## src/rtl/instr_encoder.sv

```systemverilog
// instr_encoder: program loader that range-checks instruction field bundles,
// packs them into 16-bit ISA words and streams them into instruction memory
// at an auto-incrementing byte address.
//
// Handshake: a bundle transfers on a rising edge where in_valid and in_ready
// are both high. in_ready depends only on the FSM state (high in RUN), so one
// bundle can transfer every cycle. The result (write strobe or error pulse) is
// registered and appears in the cycle after the transfer edge.
module instr_encoder #(
    parameter int                ADDR_W     = 16,
    parameter logic [ADDR_W-1:0] LIMIT_ADDR = {{(ADDR_W-1){1'b1}}, 1'b0}
) (
    input  logic              clk,
    input  logic              rst_n,
    input  logic              start,
    input  logic [ADDR_W-1:0] base_addr,
    input  logic              in_valid,
    output logic              in_ready,
    input  logic [3:0]        in_opcode,
    input  logic [3:0]        in_rd,
    input  logic [3:0]        in_rs,
    input  logic [3:0]        in_rt,
    input  logic [2:0]        in_cond,
    input  logic [15:0]       in_imm,
    output logic              mem_wr_en,
    output logic [ADDR_W-1:0] mem_addr,
    output logic [15:0]       mem_wr_data,
    output logic              err,
    output logic [1:0]        err_code,
    output logic              busy,
    output logic              done,
    output logic [ADDR_W-1:0] word_count
);

    typedef enum logic [1:0] {
        S_IDLE = 2'd0,
        S_RUN  = 2'd1,
        S_DONE = 2'd2
    } state_t;

    localparam logic [1:0] E_NONE  = 2'b00;
    localparam logic [1:0] E_RANGE = 2'b01;
    localparam logic [1:0] E_ODD   = 2'b10;
    localparam logic [1:0] E_RED   = 2'b11;

    state_t            state_q, state_d;
    logic [ADDR_W-1:0] addr_q, addr_d;
    logic [ADDR_W-1:0] count_q, count_d;
    logic              wr_en_q, wr_en_d;
    logic [ADDR_W-1:0] maddr_q, maddr_d;
    logic [15:0]       wdata_q, wdata_d;
    logic              err_q, err_d;
    logic [1:0]        code_q, code_d;

    logic [15:0]        enc_word;
    logic [1:0]         enc_code;
    logic signed [15:0] imm_s;

    assign imm_s = in_imm;

    // Pack the bundle into an ISA word and classify it (E_NONE = writable).
    always_comb begin
        enc_word = 16'h0000;
        enc_code = E_NONE;
        case (in_opcode)
            4'h0, 4'h1, 4'h3, 4'h7: enc_word = {in_opcode, in_rd, in_rs, in_rt};
            4'h2: enc_code = E_RED;
            4'h4, 4'h5, 4'h6: begin
                if (imm_s < 16'sd0 || imm_s > 16'sd15) enc_code = E_RANGE;
                enc_word = {in_opcode, in_rd, in_rs, in_imm[3:0]};
            end
            4'h8: begin
                if (imm_s < -16'sd8 || imm_s > 16'sd7) enc_code = E_RANGE;
                enc_word = {in_opcode, in_rd, in_rs, in_imm[3:0]};
            end
            4'h9: begin
                if (imm_s < -16'sd8 || imm_s > 16'sd7) enc_code = E_RANGE;
                enc_word = {in_opcode, in_rt, in_rs, in_imm[3:0]};
            end
            4'hA, 4'hB: begin
                if (imm_s < 16'sd0 || imm_s > 16'sd255) enc_code = E_RANGE;
                enc_word = {in_opcode, in_rd, in_imm[7:0]};
            end
            4'hC: begin
                // Byte offset; the decoder shifts the stored field left by one.
                if (imm_s < -16'sd512 || imm_s > 16'sd510) enc_code = E_RANGE;
                else if (in_imm[0])                        enc_code = E_ODD;
                enc_word = {in_opcode, in_cond, in_imm[9:1]};
            end
            4'hD: enc_word = {in_opcode, in_cond, 1'b0, in_rs, 4'h0};
            4'hE: enc_word = {in_opcode, in_rd, 8'h00};
            default: enc_word = 16'hF000;
        endcase
    end

    // Next-state and registered-output logic for the load sequence.
    always_comb begin
        state_d = state_q;
        addr_d  = addr_q;
        count_d = count_q;
        wr_en_d = 1'b0;
        maddr_d = maddr_q;
        wdata_d = wdata_q;
        err_d   = 1'b0;
        code_d  = code_q;
        case (state_q)
            S_RUN: begin
                if (in_valid) begin
                    if (enc_code != E_NONE) begin
                        err_d  = 1'b1;
                        code_d = enc_code;
                    end else begin
                        wr_en_d = 1'b1;
                        maddr_d = addr_q;
                        wdata_d = enc_word;
                        count_d = count_q + ADDR_W'(1);
                        // The last legal word ends the load; the address does not wrap.
                        if (addr_q == LIMIT_ADDR) state_d = S_DONE;
                        else                      addr_d  = addr_q + ADDR_W'(2);
                        if (in_opcode == 4'hF) state_d = S_DONE;
                    end
                end
            end
            default: begin
                if (start) begin
                    state_d = S_RUN;
                    addr_d  = {base_addr[ADDR_W-1:1], 1'b0};
                    count_d = '0;
                end
            end
        endcase
    end

    // State and output registers; reset drops any in-flight write.
    always_ff @(posedge clk or negedge rst_n) begin
        if (!rst_n) begin
            state_q <= S_IDLE;
            addr_q  <= '0;
            count_q <= '0;
            wr_en_q <= 1'b0;
            maddr_q <= '0;
            wdata_q <= 16'h0000;
            err_q   <= 1'b0;
            code_q  <= 2'b00;
        end else begin
            state_q <= state_d;
            addr_q  <= addr_d;
            count_q <= count_d;
            wr_en_q <= wr_en_d;
            maddr_q <= maddr_d;
            wdata_q <= wdata_d;
            err_q   <= err_d;
            code_q  <= code_d;
        end
    end

    assign in_ready    = (state_q == S_RUN);
    assign busy        = (state_q == S_RUN);
    assign done        = (state_q == S_DONE);
    assign mem_wr_en   = wr_en_q;
    assign mem_addr    = maddr_q;
    assign mem_wr_data = wdata_q;
    assign err         = err_q;
    assign err_code    = code_q;
    assign word_count  = count_q;

endmodule

```

## config.mk

```make
export PLATFORM = sky130hd
export DESIGN_NAME = instr_encoder
export DESIGN_NICKNAME = d
export VERILOG_FILES = /design/src/rtl/instr_encoder.sv
export SDC_FILE = /design/constraint.sdc
export NUM_CORES = 1
export LEC_CHECK = 0
export BUFFER_PORTS_ARGS = -buffer_cell sky130_fd_sc_hd__buf_2
export CORE_MARGIN = 1
export CORE_UTILIZATION = 55
export DETAILED_ROUTE_END_ITERATION = 8
export PLACE_DENSITY_LB_ADDON = 0.2
export RECOVER_POWER = 25
export SLEW_MARGIN = 0
export SYNTH_ARGS = -nofsm -noshare
export SYNTH_HDL_FRONTEND = slang
export SYNTH_SLANG_ARGS = --single-unit
```

## constraint.sdc

```tcl
create_clock -name clk -period 4.3 [get_ports clk]
set_input_delay 0.215 -clock clk [delete_from_list [all_inputs] [get_ports clk]]
set_output_delay 0.215 -clock clk [all_outputs]
set_load 0.01 [all_outputs]
```

==> flow_metrics.tcl, run 1 <==
set metrics [dict create \
    status "finished with violations" \
    violations "DRC" \
    post_dp_cell_area_um2 4279 \
    vias_per_cell 5.883 \
    power.density_nw_per_um2 575.4 \
    cts_max_level 3 \
    worstSetupStartpointType "flip-flop" \
    vias 3636 \
    grt_pass1_vias 3429 \
    insertion_delay_ns 0.34 \
    nets 594 \
    timing.final.hold_violations 0 \
    synth_fp_nets 499 \
    async_flop_share 1.000 \
    drt_iter0_drc 301 \
    die_w_um 84.60 \
    cp_data_arrival_time_ns 3.10 \
    grtUsageTotal 0.2794 \
    path_depth 7 \
    critPathBufInv 2 \
    crit_chain "nand2b_1 -> clkinv_1 -> nand2_1 -> nor4_4 -> nand2_2 -> buf_4 -> mux2_2" \
    finalInstanceArea_um2 4454 \
    grt_overflow 0 \
    antenna_found_initial 0 \
    cts_root_buf "clkbuf_8" \
    n_antenna_cell 0 \
    hold_class "in -> reg" \
    dp_hpwl_um 6517 \
    cp-end-kind "flip-flop" \
    ant_nets 0 \
    dieArea_um2 7157 \
    tns_ns 0 \
    ys_types 56 \
    cts_sinks 68 \
    cap_violations 0 \
    syn-instance-count 442 \
    hold_depth 3 \
    grt_pass1_wl_um 15980 \
    slew_violations 0 \
    setup_violations 0 \
    cp_max_fo 58 \
    ioPinCount 110 \
    critPathTopFamily "buffers and inverters" \
    fin_cells 618 \
    p_leak_nw 2.040 \
    irDropWorstVdd_uv 478.6 \
    clk_pin_slew_worst_paths_ns 0.07 \
    wl_um 9309 \
    synth_edf_count 0 \
    crit_required_ns 4.52 \
    synthTopCellsByArea "dfrtp_1 45%, nand2_1 9.8%, a21oi_1 4.3%, o21ai_0 4.1%, nor2_1 3.7%" \
    numCtsBuffers 9 \
    wl_per_cell_um 15.06 \
    synth.top_cell.area_share 0.4535 \
    core-area_um2 6459 \
    syn_area_um2 3752 \
    ys_seq_area_frac 0.4535 \
    gp_congestion 0.9235 \
    period_minus_slack_ns 2.884 \
    cp_slowest_stage_delay_ns 0.62 \
    fmax_mhz 346.7 \
    yosysMostFrequentCell "nand2_1" \
    postSynthAreaPerCell_um2 8.489 \
    synth_area_leader_cell "dfrtp_1" \
    grt_max_degree 59 \
    fin_crit_sh 0.6707 \
    drt_pass1_iterations 8 \
    io_buffers 107 \
    start_util 0.5810 \
    worst_slew_pin_slew_ns 0.7577 \
    clock_skew_ns 0.007604 \
    cts_resized 0 \
    wl_met2_um 4284 \
    die_h_um 84.60 \
    ys_warn_count 0 \
    fp-row-count 29 \
    drcViolationCount 6 \
    highest_layer "met4" \
    fill_cells 563 \
    wl_met1_um 4267 \
    max_slew_margin 0.4878 \
    final_util 0.6897 \
    area_growth_pct 18.71 \
    path_class "reg -> reg" \
    place_inst 602 \
    drive_above_1_share 0.1848 \
    route.met3.wl_um 590 \
    rsz0062_at_grt "no" \
    cts_buffer_depth 2 \
    ys.flop_type "dfrtp_1" \
    crit_slowest_cell "clkinv_1" \
    cts_tree "done" \
    r2r.worst_path.cells 7 \
    synth_commonest_cells "98 x nand2_1, 68 x dfrtp_1, 37 x nor2_1, 32 x a21oi_1, 31 x o21ai_0" \
    synth-seq-cells 68 \
]
## metrics by stage
stage          worst slack (ns)  hold slack (ns)  power, mW
3_3_place_gp              1.352          0.08740      1.995
2_1_floorplan             2.123         -0.08059      1.678
4_1_cts                   1.466           0.1168      2.608
5_1_grt                   1.199           0.1382      2.761
3_5_place_dp              1.356          0.08751      2.035
6_report                  1.416           0.1358      2.563
## worst register-to-register path, stage by stage, from the launching register on
cell	delay [ns]
dfrtp_1	0.41
nand2b_1	0.25
clkinv_1	0.62
nand2_1	0.43
nor4_4	0.09
nand2_2	0.12
buf_4	0.46
mux2_2	0.40
## layout by cell type, fill, tap and decap left out, types with 4 or more instances in the layout
master,instances
clkbuf_1,38
clkbuf_8,9
a221oi_1,6
nand2_1,98
a32o_1,4
o21a_1,4
nand4_1,11
o31ai_1,5
and3_1,7
inv_1,9
a22oi_1,4
nor2b_1,6
a31oi_1,4
a21oi_1,32
or4_1,7
xor2_1,5
nand3_1,18
buf_2,69
and2_1,4
dfrtp_1,68
o22ai_1,7
or3_1,4
o21ai_0,31
nor2_1,37
## per-layer routing
layer	vias to the layer above	global-route usage
met2	123	0.4287
met1	1724	0.3910
met5	-	0
met4	0	0.1002
li1	1770	-
met3	19	0.06391
## sequential cells by signal, summed over array words and instances, names as in the netlist
name	cells
word_count	16
mem_wr_en	1
state_q	2
mem_addr	15
addr_q	15
mem_wr_data	16
err	1
err_code	2
## final timing paths
kind	from	endpoint	slack, ns
worst max-delay path	state_q[0]$_DFFE_PN0P_	mem_wr_data[12]$_DFFE_PN0P_	1.42
worst min-delay path	base_addr[14]	addr_q[14]$_DFFE_PN0P_	0.14
worst max register to register	state_q[0]$_DFFE_PN0P_	mem_wr_data[12]$_DFFE_PN0P_	1.42
worst min register to register	mem_addr[10]$_DFFE_PN0P_	mem_addr[10]$_DFFE_PN0P_	0.47
max in group asynchronous	rst_n	mem_addr[4]$_DFFE_PN0P_	2.80
min in group asynchronous	rst_n	word_count[15]$_DFFE_PN0P_	0.38
## where the power goes
group | switching, mW | internal, mW | leakage (nW) | total [mW]
sequential | 0.197 | 0.881 | 0.840 | 1.08
combinational | 0.582 | 0.335 | 1.10 | 0.917
clock | 0.244 | 0.324 | 0.102 | 0.568
total | 1.02 | 1.54 | 2.04 | 2.56
## cell type report
class	instances	area [um2]	area share
Sequential cell	68	1702	0.3820
Tap cell	77	96.34	0.02163
Clock inverter	6	88.84	0.01994
Inverter	11	41.29	0.009270
Timing Repair Buffer	110	513.0	0.1152
Clock buffer	9	123.9	0.02781
Multi-Input combinational cell	337	1889	0.4242
## cell families after synthesis
kind of cell | share of synthesized area
AND/OR/NAND/NOR | 0.2668
AO/OA/AOI/OAI | 0.2017
flip-flops | 0.4535
buffers and inverters | 0.04301
XOR/XNOR | 0.01634
multiplexers | 0.01100
adder cells (fa/ha/maj) | 0.006668
other | 0.0009994
## what timing repair did
item / CTS / global route
setup buffers: 0 / 0
hold buffers: 1 / 0
endpoints found under the hold margin: 10 / 0
Note: power is estimated with default switching activity, not from simulation.
==> run 2: changes to the inputs <==
--- a/config.mk
+++ b/config.mk
@@ -7,7 +7,7 @@
 export LEC_CHECK = 0
 export BUFFER_PORTS_ARGS = -buffer_cell sky130_fd_sc_hd__buf_2
 export CORE_MARGIN = 1
-export CORE_UTILIZATION = 55
+export CORE_UTILIZATION = 47
 export DETAILED_ROUTE_END_ITERATION = 8
 export PLACE_DENSITY_LB_ADDON = 0.2
 export RECOVER_POWER = 25
==> constraint.sdc (replaced) <==
create_clock -name clk -period 2.6 [get_ports clk]
set_input_delay 0.13 -clock clk [delete_from_list [all_inputs] [get_ports clk]]
set_output_delay 0.13 -clock clk [all_outputs]
set_load 0.01 [all_outputs]
==> run 2 against run 1 <==
First-iteration DRC count decreased by 38%; highest routed layer unchanged; critical path depth rose by 2; largest cell class unchanged; sequential power up 65%; largest power group unchanged; die area increased by 17%; core utilization shrank 9.0 points; the run ends with capacitance limit, slew limit left.
==> flow_metrics.tcl, run 2 (synthesis results as in run 1) <==
set metrics [dict create \
    vias_per_cell 5.624 \
    die_h_um 91.35 \
    cp_max_fo 27 \
    n_antenna_cell 0 \
    fin_cells 659 \
    cts_sinks 68 \
    cts_setup_buffers 0 \
    grt_pass1_vias 3516 \
    irDropWorstVdd_uv 548.3 \
    tns_ns 0 \
    fp-row-count 32 \
    final_common_cell "nand2_1" \
    violations "capacitance limit, slew limit" \
    dieArea_um2 8345 \
    core-area_um2 7727 \
    antenna_found_initial 0 \
    holdWs_ns 0.04980 \
    cts_root_buf "clkbuf_8" \
    rsz0062_at_grt "no" \
    setup_violations 0 \
    cap_violations 1 \
    drt_iter0_drc 187 \
    crit_required_ns 2.87 \
    gp_congestion 0.8861 \
    slew_violations 32 \
    dp_hpwl_um 7177 \
    die_w_um 91.35 \
    status "finished with violations" \
    insertion_delay_ns 0.34 \
    clock_skew_ns 0.008744 \
    wl_per_cell_um 15.17 \
    grtUsageTotal 0.2518 \
    wl_um 9994 \
    max_slew_margin -0.2130 \
    grt_overflow 0 \
    nets 609 \
    start_util 0.4856 \
    fin_crit_sh 0.8646 \
    worstSetupStartpointType "input port" \
    fmax_mhz 444.9 \
    cts_buffer_depth 2 \
    worst_slack_ns 0.3522 \
    grt_max_degree 38 \
    period_minus_slack_ns 2.248 \
    cts_max_level 3 \
    drt_pass1_iterations 4 \
    io_buffers 107 \
    fill_cells 720 \
    ioPinCount 110 \
    grt_pass1_wl_um 16640 \
    path_class "in -> reg" \
    numCtsBuffers 9 \
    mostFrequentLayoutCells "98 x nand2_1, 71 x buf_2, 68 x dfrtp_1" \
    area_growth_pct 23.54 \
    drive_above_1_share 0.2118 \
    place_inst 642 \
    cp-end-kind "flip-flop" \
    cp_data_arrival_time_ns 2.52 \
    timing.final.hold_violations 0 \
    place_ws_ns 0.02797 \
    power.density_nw_per_um2 938.4 \
    drcViolationCount 0 \
    ant_nets 0 \
    clk_pin_slew_worst_paths_ns 0.08 \
    regToRegSetupSlack_ns 0.40 \
    worst_slew_pin_slew_ns 1.820 \
    cts_tree "done" \
    vias 3706 \
    p_leak_nw 2.141 \
    hold_class "in -> reg" \
]
[run 2: cell count changes in the layout (fill, tap and decap cells not counted), sizes merged]
cell      change
buf          +17
clkinv        +1
clkinvlp      -1
clkbuf        -2
inv           +1
[run 2: power breakdown]
| group | switching [mW] | leakage, nW | internal (mW) | total [mW] |
|---|---|---|---|---|
| Combinational | 0.975 | 1.19 | 0.611 | 1.59 |
| Clock | 0.434 | 0.110 | 0.547 | 0.981 |
| Sequential | 0.328 | 0.840 | 1.46 | 1.78 |
[run 2: path summary, 6_finish.rpt]
path	start	endpoint	depth (start not counted)
setup / recovery	in_imm[15]	addr_q[14]$_DFFE_PN0P_	9
hold / removal	base_addr[2]	addr_q[2]$_DFFE_PN0P_	3
setup reg to reg	state_q[1]$_DFFE_PN0P_	addr_q[14]$_DFFE_PN0P_	8
hold reg to reg	mem_addr[9]$_DFFE_PN0P_	mem_addr[9]$_DFFE_PN0P_	2
max in group asynchronous	rst_n	mem_wr_data[5]$_DFFE_PN0P_	2
min in group asynchronous	rst_n	mem_wr_data[9]$_DFFE_PN0P_	2
[run 2: layout make-up]
cell class | instances | area [um2] | share of cell area
repair buffers | 125 | 653.1 | 0.1409
flip-flops and latches | 68 | 1702 | 0.3671
well taps | 102 | 127.6 | 0.02753
clock buffers | 9 | 123.9 | 0.02672
multi-input cells | 337 | 1889 | 0.4076
clock inverters | 7 | 98.84 | 0.02132
inverters | 11 | 41.29 | 0.008907
[run 2: critical path, cell delays in order]
cell,delay (ns)
buf_2,0.13
nor4_1,0.49
and4_2,0.30
a211oi_1,0.08
nor4_4,0.36
nand2_2,0.23
buf_12,0.22
or4_1,0.46
nand3_1,0.11
[run 2: metal layers]
layer	global-route usage	wire length [um]	part of all wire	up-vias
met2	0.4021	4735	0.47	111
li1	-	-	-	1801
met4	0.08730	172	0.017	0
met3	0.05025	544	0.054	15
met5	0	0	0	-
met1	0.3420	4542	0.45	1779
[run 2: through the flow]
step	power [mW]	utilization	cell area, um2
2_1_floorplan	2.775	-	3752
3_3_place_gp	3.390	0.5756	4448
3_5_place_dp	3.444	0.5756	4448
4_1_cts	4.458	0.6057	4681
5_1_grt	4.688	0.5999	4636
6_report	4.350	0.5999	4636
[run 2: timing repair]
action                                 in CTS  in global routing
gates resized for setup                     0                  0
hold buffers                                1                  0
endpoints found under the hold margin      31                  0
==> run 3: changes to the inputs <==
==> constraint.sdc (replaced) <==
create_clock -name clk -period 2 [get_ports clk]
set_input_delay 0.1 -clock clk [delete_from_list [all_inputs] [get_ports clk]]
set_output_delay 0.1 -clock clk [all_outputs]
set_load 0.01 [all_outputs]
==> run 3 against run 2 <==
The flow now finishes without violations; global-route usage grew 1.0 points; via count rose by 6.1%; register-to-register slack worse by 0.35 ns; critical endpoint is now word_count[13]$_DFFE_PN0P_; total power is 39% higher; first-iteration DRC count decreased by 11%; sequential power increased by 26%; count of clock-buffer cells in the layout rose by 1.
==> flow_metrics.tcl, run 3 (synthesis results as in run 1) <==
set metrics [dict create \
    status "finished clean" \
    clock_skew_ns 0.01355 \
    mostFrequentLayoutCells "97 x nand2_1, 86 x buf_2, 68 x dfrtp_1" \
    ioPinCount 110 \
    final_util 0.6631 \
    cts_sinks 68 \
    nets 661 \
    cts_buffer_depth 2 \
    cp_slowest_stage_delay_ns 0.50 \
    grt_max_degree 29 \
    fin_cells 711 \
    fp-row-count 32 \
    drt_iter0_drc 167 \
    rsz0062_at_grt "yes" \
    crit_slowest_cell "or4_4" \
    finalInstanceArea_um2 5124 \
    fmax_mhz 512.3 \
    numCtsBuffers 9 \
    core-area_um2 7727 \
    start_util 0.4856 \
    drcViolationCount 0 \
    power.density_nw_per_um2 1181 \
    path_class "reg -> reg" \
    wl_per_cell_um 15.30 \
    insertion_delay_ns 0.35 \
    multiInputGateArea_um2 1967 \
    crit_chain "nand2b_4 -> clkinv_2 -> nand2_2 -> nor4_4 -> nand2_2 -> buf_6 -> or4_4 -> a21oi_2" \
    antenna_found_initial 0 \
    ant_nets 0 \
    cts_root_buf "clkbuf_8" \
    vias_per_cell 5.532 \
    grtUsageTotal 0.2622 \
    fill_cells 654 \
    slew_violations 0 \
    n_antenna_cell 0 \
    place_inst 689 \
    dp_hpwl_um 8039 \
    register_area_um2 1702 \
    dieArea_um2 8345 \
    holdWs_ns 0.02247 \
    period_minus_slack_ns 1.952 \
    p_comb_frac 0.409 \
    cts_max_level 3 \
    cts_tree "done" \
    setup_violations 0 \
    cp-end-kind "flip-flop" \
    worst_slew_pin_slew_ns 1.360 \
    cap_violations 0 \
    seq_power_share 0.370 \
    cp_data_arrival_time_ns 2.23 \
    timing.final.hold_violations 0 \
    die_h_um 91.35 \
    irDropWorstVdd_uv 845.1 \
    tns_ns 0 \
    p_sw_frac 0.3892 \
    cp_common_cell "nand2_2" \
    area_growth_pct 36.55 \
    die_w_um 91.35 \
    hold_class "in -> reg" \
    gp_congestion 0.8935 \
    max_slew_margin 0.09352 \
    final_common_cell "nand2_1" \
    grt_pass1_wl_um 17340 \
    post_dp_cell_area_um2 4802 \
    p_leak_nw 2.452 \
    crit_required_ns 2.28 \
    io_buffers 107 \
    p_clk_frac 0.221 \
    vias 3933 \
    p_int_mw 3.695 \
    cp_max_fo 5 \
    grt_pass1_vias 3613 \
    clk_pin_slew_worst_paths_ns 0.08 \
    grt_overflow 0 \
    fin_crit_sh 0.9760 \
    wl_um 10880 \
    power.switching_mw 2.354 \
    drive_above_1_share 0.3268 \
    drt_pass1_iterations 5 \
    worstSetupStartpointType "flip-flop" \
]
==> run 3: cell count changes in the layout (fill, tap and decap cells not counted), sizes merged <==
cell / delta
clkinvlp: -1
dlygate4sd3: +1
buf: +65
clkbuf: -13
==> run 3: path summary, 6_finish.rpt <==
kind,start,end,slack [ns],depth (start not counted)
max,state_q[1]$_DFFE_PN0P_,word_count[13]$_DFFE_PN0P_,0.05,8
min,base_addr[2],addr_q[2]$_DFFE_PN0P_,0.02,3
max reg2reg,state_q[1]$_DFFE_PN0P_,word_count[13]$_DFFE_PN0P_,0.05,8
min reg2reg,mem_addr[8]$_DFFE_PN0P_,mem_addr[8]$_DFFE_PN0P_,0.48,2
max in group asynchronous,rst_n,word_count[0]$_DFFE_PN0P_,0.37,3
min in group asynchronous,rst_n,mem_wr_data[8]$_DFFE_PN0P_,0.57,2
==> run 3: final cells by class <==
class | count | share of cell area
clock buffer | 10 | 0.02686
timing repair buffer | 177 | 0.2054
tap | 102 | 0.02491
multi-input combinational | 337 | 0.3839
inverter | 11 | 0.008303
sequential | 68 | 0.3321
clock inverter | 6 | 0.01856
==> run 3: layer usage <==
metal,part of all wire,vias up,global-route usage
li1,-,1915,-
met1,0.44,1863,0.3560
met2,0.49,136,0.4274
met3,0.056,19,0.03769
met4,0.020,0,0.09656
met5,0,-,0
==> run 3: critical path: cells and delay by family (launching register included) <==
family | cells | cell delay, ns
AND/OR/NAND/NOR | 5 | 1.17
flip-flops | 1 | 0.39
buffers and inverters | 2 | 0.21
AO/OA/AOI/OAI | 1 | 0.13
==> run 3: what timing repair did <==
item                                   CTS  global route
gates resized for setup                  2            14
gates cloned                             0             1
setup endpoints to repair                8            35
pin swaps                                4             8
hold buffers                             2             0
endpoints found under the hold margin   25             0
buffers inserted                         1             2
==> run 3: power by group through the flow <==
stage	clock [mW]	combinational (mW)	sequential, mW
finish	1.34	2.47	2.24
floorplan	0	1.20	2.43
detailed placement	0	2.46	2.25
global placement	0	2.41	2.24
global route	1.41	2.74	2.30
CTS	1.35	2.49	2.23
==> run 3: through the flow <==
step / worst slack [ns] / power [mW]
floorplan: -0.004186 / 3.629
global placement: -0.3370 / 4.645
detailed placement: -0.3853 / 4.718
CTS: 0.01080 / 6.066
global route: -0.05468 / 6.451
finish: 0.04808 / 6.049
